--- src/rtl/mem_request_scheduler.sv ---
// mem_request_scheduler: round-robin memory request arbiter with critical priority and a one-entry output hold register
//   clk_in                      : clock, all state on rising edge
//   reset_in                    : asynchronous active-high reset
//   request_flatted_in          : NUM_REQUEST packets, requester i at [i*W +: W]
//   request_valid_flatted_in    : per-requester valid
//   request_critical_flatted_in : per-requester critical hint
//   issue_ack_out               : one-hot grant pulse (combinational, grant cycle)
//   request_out                 : registered granted packet, zero while empty
//   request_valid_out           : request_out holds a packet
//   issue_ack_in                : downstream accepted request_out
// Optional macro MEM_REQUEST_SCHEDULER_STARVATION_GUARD_EN adds per-requester wait
// counters that promote a requester to critical after STARVATION_LIMIT ungranted cycles.
`ifndef UNIFIED_CACHE_PACKET_WIDTH_IN_BITS
`define UNIFIED_CACHE_PACKET_WIDTH_IN_BITS 64
`endif
module mem_request_scheduler #(
  parameter int NUM_REQUEST = 8,
  parameter int SINGLE_REQUEST_WIDTH_IN_BITS = `UNIFIED_CACHE_PACKET_WIDTH_IN_BITS,
  parameter int STARVATION_LIMIT = 15
) (
  input  logic clk_in,
  input  logic reset_in,
  input  logic [NUM_REQUEST*SINGLE_REQUEST_WIDTH_IN_BITS-1:0] request_flatted_in,
  input  logic [NUM_REQUEST-1:0] request_valid_flatted_in,
  input  logic [NUM_REQUEST-1:0] request_critical_flatted_in,
  output logic [NUM_REQUEST-1:0] issue_ack_out,
  output logic [SINGLE_REQUEST_WIDTH_IN_BITS-1:0] request_out,
  output logic request_valid_out,
  input  logic issue_ack_in
);
  localparam int W = SINGLE_REQUEST_WIDTH_IN_BITS;
  localparam int PW = NUM_REQUEST > 1 ? $clog2(NUM_REQUEST) : 1;
  typedef enum logic {EMPTY, HOLD} state_t;
  state_t state, state_next;
  logic [PW-1:0] ptr, pick;
  logic [NUM_REQUEST-1:0] crit, sel;
  logic grant;
  // Scan from ptr+N down to ptr+1 so the nearest index above ptr overwrites the rest;
  // ptr itself (k == N) is the last resort.
  function automatic logic [PW-1:0] rr_pick(input logic [NUM_REQUEST-1:0] s, input logic [PW-1:0] p);
    logic [PW-1:0] r;
    int j;
    r = p;
    for (int k = NUM_REQUEST; k >= 1; k--) begin
      j = int'(p) + k;
      if (j >= NUM_REQUEST) j -= NUM_REQUEST;
      if (s[PW'(j)]) r = PW'(j);
    end
    return r;
  endfunction
`ifdef MEM_REQUEST_SCHEDULER_STARVATION_GUARD_EN
  localparam int CW = $clog2(STARVATION_LIMIT + 1);
  localparam logic [CW-1:0] LIM = CW'(STARVATION_LIMIT);
  logic [NUM_REQUEST-1:0] starved;
  for (genvar i = 0; i < NUM_REQUEST; i++) begin : g_cnt
    logic [CW-1:0] cnt;
    always_ff @(posedge clk_in or posedge reset_in)
      if (reset_in) cnt <= '0;
      else cnt <= (!request_valid_flatted_in[i] || issue_ack_out[i]) ? '0 : (cnt == LIM) ? cnt : cnt + 1'b1;
    assign starved[i] = cnt == LIM;
  end
  assign crit = (request_critical_flatted_in | starved) & request_valid_flatted_in;
`else
  assign crit = request_critical_flatted_in & request_valid_flatted_in;
`endif
  assign sel = |crit ? crit : request_valid_flatted_in;
  assign pick = rr_pick(sel, ptr);
  // Reset also masks the combinational grant so no ack escapes while reset is held.
  assign grant = !reset_in && |request_valid_flatted_in && (state == EMPTY || issue_ack_in);
  always_ff @(posedge clk_in or posedge reset_in)
    if (reset_in) state <= EMPTY;
    else state <= state_next;
  always_comb begin
    state_next = grant ? HOLD : (state == HOLD && issue_ack_in) ? EMPTY : state;
    issue_ack_out = grant ? NUM_REQUEST'(1) << pick : '0;
    request_valid_out = state == HOLD;
  end
  always_ff @(posedge clk_in or posedge reset_in)
    if (reset_in) begin
      ptr <= PW'(NUM_REQUEST - 1);
      request_out <= '0;
    end else begin
      if (grant) ptr <= pick;
      request_out <= grant ? request_flatted_in[pick*W +: W] : (state_next == EMPTY) ? '0 : request_out;
    end
endmodule

--- config.mk ---
export PLATFORM = sky130hd
export DESIGN_NAME = mem_request_scheduler
export DESIGN_NICKNAME = d
export VERILOG_FILES = /design/src/rtl/mem_request_scheduler.sv
export SDC_FILE = /design/constraint.sdc
export NUM_CORES = 1
export LEC_CHECK = 0
export BUFFER_PORTS_ARGS = -buffer_cell sky130_fd_sc_hd__buf_2
export CORE_AREA = 2 2 237 239
export DETAILED_ROUTE_END_ITERATION = 12
export DIE_AREA = 0 0 239 241
export GPL_ROUTABILITY_DRIVEN = 0
export HOLD_SLACK_MARGIN = 0.06
export MAX_ROUTING_LAYER = met4
export PLACE_DENSITY = 0.38
export SKIP_LAST_GASP = 1
export SYNTH_ARGS = -nofsm -noshare
export SYNTH_HDL_FRONTEND = slang
export SYNTH_SLANG_ARGS = --single-unit
--- constraint.sdc ---
create_clock -name clk_in -period 8.7 [get_ports clk_in]
set_input_delay 0 -clock clk_in [delete_from_list [all_inputs] [get_ports clk_in]]
set_output_delay 0 -clock clk_in [all_outputs]
set_load 0.05 [all_outputs]
# Word-level counts from Yosys, hierarchy flattened
# Cells that the tools add are included.
# word_totals
input_bits	531
wordCells	93
out_inout_bits	73
reg_bits	68
# classes
shifts	2
order_cmp	16
n_eq_ne	1
addsub	16
reduce_logical	7
n_mux	46
bitwise	2
# op_table
operator	count
$shiftx A512 B10 Y64	1
$mux W64	2
$mux W3	16
$lt A3 B5 Y1 const B	8
$ge A4 B4 Y1 const B	7
$bmux W1 S3	8
$sub A3 B1 Y3 const B	8
$mux W1	18
$add A3 B3 Y4 const B	4
$mux W8	2
$reduce_or A8 Y1	2
$add A3 B2 Y4 const B	2
$and A8 B8 Y8	1
$shl A1 B3 Y8 const A	1
$add A3 B4 Y5 const B	1
$ge A5 B4 Y1 const B	1
$add A3 B1 Y4 const B	1
$logic_and A1 B1 Y1	3
$ne A2 B2 Y1 const B	1
$logic_not A1 Y1	1
$logic_or A1 B1 Y1	1
$not A1 Y1	1

# Longest topological paths before layout
# Gate-level depths: netlist of run 1.
# logic_depth
word_depth	16
mapped_depth	15
mapped_depth_nobuf	12

# Worst setup path before layout of run 1
# OpenSTA, ideal clock, no wires.
# synth_timing
path_type	register to register
startpoint	reg ptr[0]
endpoint	reg request_out[0]
arrival_time_ps	4265
stages_incl_launch_ff	14
setup_slack_ps	4309
required_ps	8574
synth_period_minus_slack_ps	4391
setup_ps	126
path_cell_list	dfstp_2 > clkinv_1 > buf_1 > ha_1 > xnor2_2 > buf_2 > a221oi_1 > mux4_2 > nand2_1 > o221ai_1 > a211oi_2 > buf_2 > mux4_2 > a221o_1
# synth_via
elab_chain_len	16
# synth_rtl
item	line	text
start: declaration	35	logic [PW-1:0] ptr, pick;
start signal: assignment	80	ptr <= PW'(NUM_REQUEST - 1);
start signal: assignment	83	if (grant) ptr <= pick;
$add A3 B4 Y5	45	j = int'(p) + k;
$ge A5 B4 Y1 / $sub A3 B1 Y3 (equally long branches)	46	if (j >= NUM_REQUEST) j -= NUM_REQUEST;
$mux W3	46	
$bmux W1 S3	47	if (s[PW'(j)]) r = PW'(j);
$mux W1 (implied by the code) (2 in a row)	47	
$mux W3 (7 in a row)	47	
$mux W3 (*)	47	
$shiftx A512 B10 Y64 (*)	84	request_out <= grant ? request_flatted_in[pick*W +: W] : (state_next == EMPTY) ? '0 : request_out;
$mux W64 (*)	84	
end signal: assignment	84	
end: declaration	27	output logic [SINGLE_REQUEST_WIDTH_IN_BITS-1:0] request_out,
# Every way passes the cells marked *; elsewhere a longest branch is shown, timed or not. The select of a mux whose other input is x is not followed.
# A chain may end at the register's enable or synchronous reset.

# Final worst setup path of run 1
# layout_timing
startpoint	reg ptr[0]
endpoint	reg request_out[25]
# The elaborated chain is that of the path after synthesis.

==> implementation parameters, run 1 <==
Parameter                              Value

Yosys
  Post-synthesis cell area ... 0.00719 mm²
  Async S/R FF share, synth ... 100%
  Number of nets produced by synthesis ... between 1,000 and 1,500
  Warning count from the yosys run ... 0
  Post-synth top flop ... sky130_fd_sc_hd__dfrtp_1
  Share of the yosys chip area belonging to registers ... approximately a quarter
  Count of state elements after synthesis ... 68
  Number of distinct library cells after synthesis ... 53
  Number of synthesized flops with an enable pin ... 0
  Synth Instances ... 545
  Post-synthesis area per instance ... 13.2 µm²

Pwr
  Leak ... 5.69 nW
  Total power per unit cell area ... 689 mW/mm²
  Maximum vdd ir drop ... approximately 0.0009 V
  Post-layout total power ... roughly 8.5 mW

Timing
  Final count of pins violating max slew ... 0
  Setup Viol. Count Final ... 0
  Slew of the pin with the lowest slew margin ... ~1.1 ns
  Final Cycle Share ... a little over four fifths
  Final worst path period need ... 7.28 ns
  Setup repair after global routing missed its margin ... false
  Clock tree skew after final layout ... approximately 0.012 ns
  Endpoints failing hold ... 0
  Highest attainable clock frequency ... 137 MHz
  Post-Route Setup TNS ... 0 ns
  Max-slew headroom at the worst pin ... about 29%

CTS
  CTS Root Cell ... sky130_fd_sc_hd__clkbuf_16
  Insertion delay of the later-clocked pin in the worst-skew pair ... 0.37 ns
  Total of cells resized after clock tree synthesis ... 0
  Htree depth ... 3
  Clock slew at reported path FFs ... around 0.070 ns
  Cts bufs inserted ... 9
  Longest Clk Path Bufs ... 2
  TritonCTS Sinks ... between 60 and 70
  Clock tree from TritonCTS ... built

Floorplanning
  Ports placed on the boundary ... roughly 600
  Core Region ... around 0.055 mm²
  Die footprint ... roughly 0.058 mm²
  Std cell rows ... 86
  Starting density of the core ... 13.1%
  Die H ... ~240 µm
  Width of the die ... around 240 µm

Worst hold path
  Worst min-delay path endpoint ... request_out[41]
  Launch point of the worst hold path ... request_flatted_in[41]
  Type of the tightest min-delay check ... input pin to flip-flop
  Worst hold stages ... 3

Worst setup path
  Top cell family by delay on the critical path ... buffers and inverters
  Nature of the critical path startpoint ... flip-flop
  Crit-path slowest cell ... sky130_fd_sc_hd__xnor2_2
  Depth of the most critical reg-to-reg path ... 15
  Peak per-stage delay on the critical path ... between 0.7 and 0.8 ns
  Data arrival time of the critical path ... approximately 7.5 ns
  Critical register-to-register path startpoint ... ptr[0]
  Buf/Inv on CP ... 5
  Largest fanout of any net on the critical path ... 34
  Endpoint required time on the critical path ... between 8 and 9 ns
  Terminus of the critical flop-to-flop path ... request_out[25]
  Cells along the critical path ... clkinv_1, ha_1, xnor2_2, mux2i_1, a221oi_1, mux4_2, nand2_1, o221ai_1, a211oi_4, buf_4, buf_4, mux4_2, dlygate4sd3_1, a221o_1, dlygate4sd3_1
  Setup slack of the worst register-to-register path ... 1.42 ns
  Critical Path End Type ... flip-flop
  Stages on worst setup path ... 15
  Crit Path Class ... flip-flop to flip-flop

Global route
  Largest net degree at the start of global routing ... approximately 130
  Total routing resource utilization after global routing ... 13.4%
  Total congestion overflow after global routing ... 0
  Antenna violations before repair ... 5
  Via count of the first global-routing pass ... slightly below 9,000
  Global-route wire length before repair ... 54,200 µm

Cells and area
  Share of post-route cells with drive strength above 1 ... 63.8%
  Number of nets at the end of the flow ... between 1,500 and 2,000
  Filler instances ... 5,950
  Area growth syn-to-layout ... 72.1%

Drt
  Routed vias/inst ... around 4.4
  Post-detailed-route DRC marker count ... 0
  Final routed wirelength across all metal layers ... just under 40,000 µm
  Via Count ... ~8,500
  Number of DRC violations after detailed-routing iteration 0 ... 370
  Average wire per standard cell ... about 20 µm
  Post-route ant nets ... 0
  Initial DRT Pass Iterations ... 4

Run
  Max Cap Violations ... 0

Place
  HPWL after detailed placement ... slightly above 30,000 µm
  Number of port buffers ... 603

Run status
  Result of the run ... finished clean
-- worst register-to-register path, stage by stage (launching register included) --
cell and delay (ns):
sky130_fd_sc_hd__dfstp_2 0.74, sky130_fd_sc_hd__clkinv_1 0.62, sky130_fd_sc_hd__ha_1 0.54, sky130_fd_sc_hd__xnor2_2 0.76, sky130_fd_sc_hd__mux2i_1 0.28, sky130_fd_sc_hd__a221oi_1 0.15
sky130_fd_sc_hd__mux4_2 0.54, sky130_fd_sc_hd__nand2_1 0.09, sky130_fd_sc_hd__o221ai_1 0.16, sky130_fd_sc_hd__a211oi_4 0.29, sky130_fd_sc_hd__buf_4 0.35, sky130_fd_sc_hd__buf_4 0.59
sky130_fd_sc_hd__mux4_2 0.63, sky130_fd_sc_hd__dlygate4sd3_1 0.57, sky130_fd_sc_hd__a221o_1 0.33, sky130_fd_sc_hd__dlygate4sd3_1 0.55
-- cells by family (layout without fill, tap and decap cells) --
kind of cell / after synthesis / count (layout) / share of synthesized area [%]
flip-flops: 68 / 68 / 23.7
buffers and inverters: 63 / 745 / 4.67
adder cells (fa/ha/maj): 2 / 2 / 0.348
AO/OA/AOI/OAI: 132 / 132 / 16.5
other: 0 / 5 / 0
XOR/XNOR: 4 / 4 / 0.592
multiplexers: 151 / 151 / 44.9
AND/OR/NAND/NOR: 125 / 125 / 9.30
-- repair_timing --
item                                   4_1_cts  5_1_grt
endpoints found under the hold margin       79        0
buffers inserted                             0        0
hold buffers                               111        0
-- worst max-delay path by stage --
stage / startpoint / to / slack [ns]
after CTS: ptr[0] / request_out[25] / 1.43
after global placement: ptr[0] / request_out[25] / 2.64
after detailed placement: ptr[0] / request_out[27] / 2.54
after floorplan: ptr[0] / request_out[0] / 4.31
after global routing: ptr[0] / request_out[25] / 1.02
final: ptr[0] / request_out[25] / 1.42
-- state kept, by name (all words and copies together) (netlist names) --
| register | cells |
|---|---|
| request_out | 64 |
| request_valid_out | 1 |
| ptr | 3 |
-- per-stage QoR --
step                      std cells  setup WS, ns  hold slack, ns  util, %  instance area [µm²]
after floorplan                 545          4.31           0.185        -                 7190
final                          1936          1.42          0.0955     22.5                12400
after global routing           1936          1.02          0.0801     22.5                12400
after CTS                      1931          1.43          0.0600     22.5                12400
after global placement         1805          2.64           0.161     19.9                10900
after detailed placement       1805          2.54           0.161     19.9                10900
-- power breakdown --
part           switching, mW  leakage, nW  internal, mW
sequential            0.0895        0.875         0.476
clock                  0.181        0.158         0.280
combinational           3.44         4.66          4.05
-- cell type report --
type	count	area (µm²)	share of cell area, %
timing repair buffer	722	4210	34.1
tap	704	881	7.12
clock buffer	9	225	1.82
antenna	5	12.5	0.101
multi-input combinational	414	5180	41.9
clock inverter	6	114	0.921
inverter	8	31.3	0.253
sequential	68	1710	13.8
-- layer usage --
layer	vias to the layer above	track usage, %	part of all wire, %
met2	491	22.9	51
li1	3736	-	-
met3	69	3.18	7.9
met1	4164	14.1	37
met5	-	-	0
met4	0	7.86	5.0
-- Yosys cell counts, types with 3 or more instances --
| cell | count | area, µm² |
|---|---|---|
| sky130_fd_sc_hd__a21oi_1 | 3 | 15.0 |
| sky130_fd_sc_hd__nand2b_1 | 3 | 18.8 |
| sky130_fd_sc_hd__a221oi_1 | 4 | 35.0 |
| sky130_fd_sc_hd__clkbuf_1 | 28 | 105 |
| sky130_fd_sc_hd__nor4_1 | 3 | 18.8 |
| sky130_fd_sc_hd__inv_1 | 5 | 18.8 |
| sky130_fd_sc_hd__o32ai_1 | 6 | 52.6 |
| sky130_fd_sc_hd__buf_4 | 9 | 67.6 |
| sky130_fd_sc_hd__o22ai_1 | 7 | 43.8 |
| sky130_fd_sc_hd__a211oi_1 | 3 | 22.5 |
| sky130_fd_sc_hd__buf_2 | 10 | 50.1 |
| sky130_fd_sc_hd__a221o_1 | 64 | 641 |
| sky130_fd_sc_hd__o21ai_1 | 3 | 15.0 |
| sky130_fd_sc_hd__dfrtp_1 | 65 | 1630 |
| sky130_fd_sc_hd__a22oi_2 | 4 | 50.1 |
| sky130_fd_sc_hd__dfstp_2 | 3 | 78.8 |
| sky130_fd_sc_hd__a41oi_1 | 8 | 70.1 |
| sky130_fd_sc_hd__buf_6 | 7 | 78.8 |
| sky130_fd_sc_hd__nand2_1 | 23 | 86.3 |
| sky130_fd_sc_hd__o221ai_1 | 3 | 26.3 |
| sky130_fd_sc_hd__mux4_2 | 137 | 3090 |
| sky130_fd_sc_hd__o21ai_0 | 11 | 55.1 |
| sky130_fd_sc_hd__and2_1 | 66 | 413 |
| sky130_fd_sc_hd__nor2_1 | 23 | 86.3 |
| sky130_fd_sc_hd__mux2i_1 | 12 | 120 |
-- cells in the final DEF, fill, tap and decap left out, types with 2 or more instances in the layout --
| cell | count |
|---|---|
| sky130_fd_sc_hd__o211ai_1 | 2 |
| sky130_fd_sc_hd__dfrtp_1 | 65 |
| sky130_fd_sc_hd__ha_1 | 2 |
| sky130_fd_sc_hd__a21o_1 | 2 |
| sky130_fd_sc_hd__a22oi_2 | 4 |
| sky130_fd_sc_hd__a41oi_1 | 8 |
| sky130_fd_sc_hd__dlygate4sd3_1 | 111 |
| sky130_fd_sc_hd__a221o_1 | 64 |
| sky130_fd_sc_hd__mux2i_1 | 12 |
| sky130_fd_sc_hd__buf_12 | 2 |
| sky130_fd_sc_hd__nand2_1 | 23 |
| sky130_fd_sc_hd__clkinvlp_4 | 2 |
| sky130_fd_sc_hd__bufinv_16 | 3 |
| sky130_fd_sc_hd__diode_2 | 5 |
| sky130_fd_sc_hd__nor4_1 | 3 |
| sky130_fd_sc_hd__a21oi_1 | 3 |
| sky130_fd_sc_hd__and2_1 | 66 |
| sky130_fd_sc_hd__o22ai_1 | 7 |
| sky130_fd_sc_hd__buf_2 | 603 |
| sky130_fd_sc_hd__o21ai_0 | 11 |
| sky130_fd_sc_hd__a221oi_1 | 4 |
| sky130_fd_sc_hd__a211oi_1 | 3 |
| sky130_fd_sc_hd__inv_1 | 4 |
| sky130_fd_sc_hd__xnor2_1 | 2 |
| sky130_fd_sc_hd__clkinv_1 | 2 |
| sky130_fd_sc_hd__mux4_2 | 137 |
| sky130_fd_sc_hd__o21ai_1 | 3 |
| sky130_fd_sc_hd__buf_4 | 6 |
| sky130_fd_sc_hd__mux2_2 | 2 |
| sky130_fd_sc_hd__nand2b_1 | 3 |
| sky130_fd_sc_hd__o32ai_1 | 6 |
| sky130_fd_sc_hd__o221ai_1 | 3 |
| sky130_fd_sc_hd__nor2_4 | 3 |
| sky130_fd_sc_hd__nor2_1 | 20 |
| sky130_fd_sc_hd__clkbuf_16 | 9 |
| sky130_fd_sc_hd__dfstp_2 | 3 |
No activity file was read; power rests on OpenSTA's default activity.
==> inputs of run 2 (changes only) <==
- CORE_AREA: 2 2 237 239 -> 2 2 232 234
- DIE_AREA: 0 0 239 241 -> 0 0 234 236
- PLACE_DENSITY: 0.38 -> 0.39
- clock period: 8.7 -> 7.1 ns (I/O delays scaled with it)
==> implementation parameters, run 2 (synthesis gave the netlist of run 1 again) <==
Parameter                              Value

Run status
  Result of the run ... finished clean

Worst hold path
  Launch point of the worst hold path ... request_flatted_in[510]
  Type of the tightest min-delay check ... input pin to flip-flop

Drt
  Number of DRC violations after detailed-routing iteration 0 ... 350 (-5.4%)
  Via Count ... 8,775 (+3.7%)
  Met3 Wirelength ... 3130 µm (+0.38%)
  Post-route ant nets ... 0 (unchanged)
  Initial DRT Pass Iterations ... 5 (+1)
  Post-detailed-route DRC marker count ... 0 (unchanged)
  Routed vias/inst ... 4.40 (+0.61%)
  Final routed wirelength across all metal layers ... 41,200 µm (+4.5%)
  Highest routed metal layer ... met4
  Met1 routed wirelength after detailed routing ... 15,800 µm (+9.6%)
  Wire length on met2 ... 21,100 µm (+5.6%)
  Average wire per standard cell ... 20.6 µm (+1.4%)

Pwr
  Leak ... 5.97 nW (+4.8%)
  NetSw ... 4.64 mW (+25%)
  Maximum vdd ir drop ... 0.000803 V (-10%)
  Post-layout total power ... 11.0 mW (+30%)
  Logic gate share of total power ... 89.1% (+1.2 points)
  Switching share of power ... 42.0% (-1.6 points)
  Total internal power ... 6.40 mW (+33%)
  Total power per unit cell area ... 851 mW/mm² (+24%)
  Clock group share of total power ... 4.5% (-0.9 points)
  Sequential power share ... 6.3% (-0.3 points)

Cells and area
  Number of nets at the end of the flow ... 1,814 (+3.3%)
  Filler instances ... 5,710 (-4.0%)
  Number of flip-flops under the largest register name ... 64 (unchanged)
  Leading cell type in the layout, fill and taps excluded ... sky130_fd_sc_hd__buf_2
  Register area ... 0.00171 mm² (unchanged)
  Share of the core filled with cells in the final layout ... 24.4% (+1.9 points)
  Combined area of the multi-input logic cells ... 0.00519 mm² (+0.22%)
  Post-layout instance area ... 0.0130 mm² (+4.8%)
  Register name with the most flops ... request_out
  Share of post-route cells with drive strength above 1 ... 60.9% (-2.9 points)
  Most frequent cells in the layout ... sky130_fd_sc_hd__buf_2 (603), sky130_fd_sc_hd__dlygate4sd3_1 (169), sky130_fd_sc_hd__mux4_2 (137), sky130_fd_sc_hd__and2_1 (66), sky130_fd_sc_hd__dfrtp_1 (65)
  Final standard cell count with taps included and fillers excluded ... 1,996 (+3.1%)
  Area growth syn-to-layout ... 80.4%

Timing
  Worst setup margin ... 0.500 ns (-0.924 ns)
  Slew of the pin with the lowest slew margin ... 1.25 ns (+0.191 ns)
  Final Cycle Share ... 93.0% (+9.3 points)
  Post-Route Setup TNS ... 0 ns (unchanged)
  Tightest hold margin ... 0.0952 ns (-0.000338 ns)
  Final count of pins violating max slew ... 0 (unchanged)
  Setup Viol. Count Final ... 0 (unchanged)
  Clock tree skew after final layout ... 0.00929 ns (-0.00302 ns)
  Max-slew headroom at the worst pin ... 16.2% (-13 points)
  Highest attainable clock frequency ... 152 MHz (+10%)
  Final worst path period need ... 6.60 ns (-0.676 ns)
  Setup repair after global routing missed its margin ... false
  Endpoints failing hold ... 0 (unchanged)

CTS
  Post-CTS setup buffer count ... 0 (unchanged)
  Insertion delay of the later-clocked pin in the worst-skew pair ... 0.38 ns (about the same)
  Htree depth ... 3 (unchanged)
  Cts bufs inserted ... 9 (unchanged)
  TritonCTS Sinks ... 68 (unchanged)
  Clock tree from TritonCTS ... built
  Clock slew at reported path FFs ... 0.07 ns (about the same)
  CTS Root Cell ... sky130_fd_sc_hd__clkbuf_16
  Longest Clk Path Bufs ... 2 (unchanged)

Worst setup path
  Crit Path Class ... flip-flop to flip-flop
  Top cell family by delay on the critical path ... buffers and inverters
  Cells along the critical path ... clkinv_1, ha_1, inv_2, mux2i_1, mux4_2, o21bai_1, nor3_1, a211oi_4, buf_12, mux4_2, dlygate4sd3_1, a221o_1, dlygate4sd3_1
  First element of the critical path ... ptr[0]
  Endpoint required time on the critical path ... 7.36 ns (-1.59 ns)
  Critical register-to-register path startpoint ... ptr[0]
  Largest fanout of any net on the critical path ... 68 (+100%)
  Peak per-stage delay on the critical path ... 0.84 ns (+0.08 ns)
  Buf/Inv on CP ... 5 (unchanged)
  Crit-path slowest cell ... sky130_fd_sc_hd__ha_1
  Critical Path End Type ... flip-flop
  Data arrival time of the critical path ... 6.86 ns (-0.67 ns)
  Nature of the critical path startpoint ... flip-flop

Place
  DP Cell Count ... 1,797 (-0.44%)
  Post-placement worst setup slack ... 1.34 ns (-1.20 ns)
  Number of port buffers ... 603 (unchanged)
  HPWL after detailed placement ... 31,500 µm (+1.2%)
  Post-Place Cell Area ... 0.0109 mm² (+0.26%)

Floorplanning
  Ports placed on the boundary ... 604 (unchanged)
  Die footprint ... 0.0552 mm² (-4.1%)
  Std cell rows ... 85 (-1.2%)
  Starting density of the core ... 13.5% (+0.45 points)
  Die H ... 236 µm (-2.1%)
  Width of the die ... 234 µm (-2.1%)
  Core Region ... 0.0531 mm² (-3.3%)

Global route
  Total congestion overflow after global routing ... 0 (unchanged)
  Antenna violations before repair ... 16 (+11)
  Via count of the first global-routing pass ... 9,450 (+7.5%)
  Largest net degree at the start of global routing ... 69 (-48%)
  Global-route wire length before repair ... 58,900 µm (+8.6%)
  Total routing resource utilization after global routing ... 15.0% (+1.6 points)

Run
  Max Cap Violations ... 0 (unchanged)
-- run 2: changes by cell type in the layout (fill, tap and decap cells not counted), sizes merged --
cell         before  now
diode             5   14
dlygate4sd3     111  169
inv               5    7
clkbuf            9   10
bufinv            3    1
-- run 2: layer usage --
metal / GRT usage, % / up-vias
met5: - / -
met4: 5.93 / 0
met3: 3.59 / 47
met2: 25.9 / 462
met1: 16.4 / 4407
li1: - / 3859
-- run 2: layout make-up --
class,count,share of cell area [%]
sequential,68,13.2
tap,696,6.72
clock buffer,10,1.77
antenna,14,0.270
multi-input combinational,414,40.1
inverter,8,0.251
clock inverter,6,0.492
timing repair buffer,780,37.3
-- run 2: final timing paths --
| path | to | slack, ns | cells past startpoint |
|---|---|---|---|
| worst max register to register | request_out[48] | 0.50 | 13 |
| worst min register to register | request_out[8] | 0.59 | 2 |
| worst min-delay path | request_out[62] | 0.1 | 3 |
| worst max-delay path | request_out[48] | 0.50 | 13 |
| min in group asynchronous | request_out[7] | 0.27 | 3 |
| max in group asynchronous | request_out[28] | 5.78 | 4 |
-- run 2: power groups by stage --
stage               combinational [mW]  clock [mW]  sequential (mW)
detailed placement                8.25           0            0.699
CTS                               9.95       0.541            0.697
global route                      10.5       0.550            0.719
global placement                  8.18           0            0.700
finish                            9.84       0.501            0.698
floorplan                         6.28           0             1.12
-- run 2: worst reg2reg max path, stage by stage, from the launching register on --
cell and delay (ns):
sky130_fd_sc_hd__dfstp_2 0.72, sky130_fd_sc_hd__clkinv_1 0.57, sky130_fd_sc_hd__ha_1 0.85, sky130_fd_sc_hd__inv_2 0.23, sky130_fd_sc_hd__mux2i_1 0.22, sky130_fd_sc_hd__mux4_2 0.51, sky130_fd_sc_hd__o21bai_1 0.30, sky130_fd_sc_hd__nor3_1 0.13
sky130_fd_sc_hd__a211oi_4 0.36, sky130_fd_sc_hd__buf_12 0.42, sky130_fd_sc_hd__mux4_2 0.74, sky130_fd_sc_hd__dlygate4sd3_1 0.57, sky130_fd_sc_hd__a221o_1 0.34, sky130_fd_sc_hd__dlygate4sd3_1 0.55
-- run 2: what timing repair did --
| item | 4_1_cts | 5_1_grt |
|---|---|---|
| resized for setup | 0 | 1 |
| hold endpoints to repair | 93 | 0 |
| hold buffers | 169 | 0 |
| endpoints found under the setup margin | 0 | 43 |
==> inputs of run 3 (changes only) <==
- CORE_AREA: 2 2 232 234 -> 10 10 227 229
- DIE_AREA: 0 0 234 236 -> 0 0 237 239
- PLACE_DENSITY: 0.39 -> 0.42
==> implementation parameters, run 3 (synthesis gave the netlist of run 1 again) <==
Parameter                              Value

Run status
  Result of the run ... finished clean

Timing
  Setup repair after global routing missed its margin ... false
  Highest attainable clock frequency ... 157 MHz (+3.3%)
  Final count of pins violating max slew ... 0 (unchanged)
  Clock tree skew after final layout ... 0.0119 ns (+0.00261 ns)
  Max-slew headroom at the worst pin ... 30.6% (+14 points)
  Post-Route Setup TNS ... 0 ns (unchanged)
  Setup Viol. Count Final ... 0 (unchanged)
  Slew of the pin with the lowest slew margin ... 1.04 ns (-0.216 ns)
  Endpoints failing hold ... 0 (unchanged)
  Final worst path period need ... 6.39 ns (-0.211 ns)
  Final Cycle Share ... 90.0% (-3.0 points)

Floorplanning
  Die H ... 239 µm (+1.3%)
  Starting density of the core ... 15.2% (+1.7 points)
  Std cell rows ... 80 (-5.9%)
  Ports placed on the boundary ... 604 (unchanged)
  Die footprint ... 0.0566 mm² (+2.6%)
  Core Region ... 0.0471 mm² (-11%)
  Width of the die ... 237 µm (+1.3%)

Worst setup path
  Setup slack of the worst register-to-register path ... 0.71 ns (+0.21 ns)
  Critical Path End Type ... flip-flop
  Endpoint required time on the critical path ... 7.35 ns (about the same)
  Largest fanout of any net on the critical path ... 72 (+5.9%)
  Crit-path slowest cell ... sky130_fd_sc_hd__xnor2_2
  Peak per-stage delay on the critical path ... 0.72 ns (-0.12 ns)
  Data arrival time of the critical path ... 6.64 ns (-0.22 ns)
  Cells along the critical path ... clkinv_1, ha_1, xnor2_2, mux2i_1, a221oi_1, mux4_2, nand2_1, o221ai_1, a211oi_4, buf_12, mux4_2, dlygate4sd3_1, a221o_1, dlygate4sd3_1
  Nature of the critical path startpoint ... flip-flop
  Crit Path Class ... flip-flop to flip-flop

Cells and area
  Number of flip-flops under the largest register name ... 64 (unchanged)
  Register area ... 0.00171 mm² (unchanged)
  Combined area of the multi-input logic cells ... 0.00518 mm² (-0.22%)
  Area growth syn-to-layout ... 74.3%
  Number of nets at the end of the flow ... 1,786 (-1.5%)
  Register name with the most flops ... request_out
  Filler instances ... 5,015 (-12%)
  Leading cell type in the layout, fill and taps excluded ... sky130_fd_sc_hd__buf_2
  Most frequent cells in the layout ... sky130_fd_sc_hd__buf_2 (603), sky130_fd_sc_hd__dlygate4sd3_1 (140), sky130_fd_sc_hd__mux4_2 (137), sky130_fd_sc_hd__and2_1 (66), sky130_fd_sc_hd__dfrtp_1 (65)
  Share of post-route cells with drive strength above 1 ... 62.3% (+1.4 points)
  Post-layout instance area ... 0.0125 mm² (-3.4%)

Pwr
  Maximum vdd ir drop ... 0.00110 V (+37%)
  Leak ... 5.82 nW (-2.4%)
  Total power per unit cell area ... 851 mW/mm² (about the same)

CTS
  Longest Clk Path Bufs ... 2 (unchanged)
  Htree depth ... 3 (unchanged)
  CTS Root Cell ... sky130_fd_sc_hd__clkbuf_16
  Clock slew at reported path FFs ... 0.07 ns (about the same)
  Total of cells resized after clock tree synthesis ... 0 (unchanged)
  Clock tree from TritonCTS ... built
  Post-CTS setup buffer count ... 0 (unchanged)
  TritonCTS Sinks ... 68 (unchanged)
  Cts bufs inserted ... 9 (unchanged)
  Insertion delay of the later-clocked pin in the worst-skew pair ... 0.38 ns (about the same)

Drt
  Via Count ... 8,566 (-2.4%)
  Initial DRT Pass Iterations ... 4 (-1)
  Routed vias/inst ... 4.55 (+3.6%)
  Number of DRC violations after detailed-routing iteration 0 ... 408 (+17%)
  Post-route ant nets ... 0 (unchanged)
  Final routed wirelength across all metal layers ... 44,900 µm (+8.9%)
  Average wire per standard cell ... 23.8 µm (+16%)
  Post-detailed-route DRC marker count ... 0 (unchanged)

Global route
  Total routing resource utilization after global routing ... 15.6% (+0.62 points)
  Total congestion overflow after global routing ... 0 (unchanged)
  Largest net degree at the start of global routing ... 75 (+8.7%)
  Antenna violations before repair ... 19 (+3)
  Global-route wire length before repair ... 64,200 µm (+9.0%)
  Via count of the first global-routing pass ... 9,799 (+3.7%)

Place
  Number of port buffers ... 603 (unchanged)
  HPWL after detailed placement ... 36,500 µm (+16%)
  Post-Place Cell Area ... 0.0108 mm² (-1.1%)

Run
  Max Cap Violations ... 0 (unchanged)

Worst hold path
  Type of the tightest min-delay check ... input pin to flip-flop
[run 3: metal layers]
metal | global-route usage (%) | share of wire [%] | vias up
met5 | - | 0 | -
met4 | 3.32 | 1.4 | 0
met3 | 4.91 | 7.3 | 44
met2 | 27.4 | 53 | 428
met1 | 17.0 | 38 | 4304
li1 | - | - | 3790
[run 3: worst max-delay path: cells and delay by family (launching register included)]
| family | cells | cell delay [ns] |
|---|---|---|
| xor gates and xnor gates | 1 | 0.72 |
| AOI/OAI and AO/OA | 4 | 0.97 |
| muxes | 3 | 1.40 |
| adders and majority gates | 1 | 0.35 |
| DFF | 1 | 0.70 |
| and+or+nand+nor | 1 | 0.09 |
| buffers and inverters | 4 | 1.87 |
[run 3: path summary, 6_finish.rpt]
kind / end / cells after the start / start
max in group asynchronous: request_out[22] / 4 / reset_in
hold / removal: request_out[51] / 3 / request_flatted_in[243]
setup reg to reg: request_out[9] / 14 / ptr[1]
min in group asynchronous: request_valid_out / 3 / reset_in
hold reg to reg: request_out[2] / 2 / request_out[2]
setup / recovery: request_out[9] / 14 / ptr[1]
[run 3: layout make-up]
class,count,share of cell area (%)
Antenna cell,8,0.160
Clock buffer,10,1.83
Clock inverter,6,0.509
Inverter,8,0.250
Multi-Input combinational cell,414,41.4
Sequential cell,68,13.6
Tap cell,615,6.14
Timing Repair Buffer,752,36.1
[run 3: where the power goes]
group / switching, mW / internal (mW)
combinational: 4.21 / 5.29
sequential: 0.103 / 0.583
clock: 0.207 / 0.272
[run 3: per-stage QoR]
step,setup slack [ns],std cells,util (%),power (mW),hold WS [ns]
after detailed placement,1.81,1717,22.9,8.84,0.143
after CTS,0.713,1873,26.5,10.8,0.0604
final,0.710,1881,26.6,10.7,0.0914
after floorplan,2.71,545,-,7.40,0.185
after global placement,1.93,1717,22.9,8.76,0.132
after global routing,0.299,1881,26.6,11.4,0.0698
[run 3: what timing repair did]
| item | CTS | global route |
|---|---|---|
| endpoints found under the setup margin | 0 | 0 |
| hold endpoints to repair | 77 | 0 |
| hold buffers | 140 | 0 |
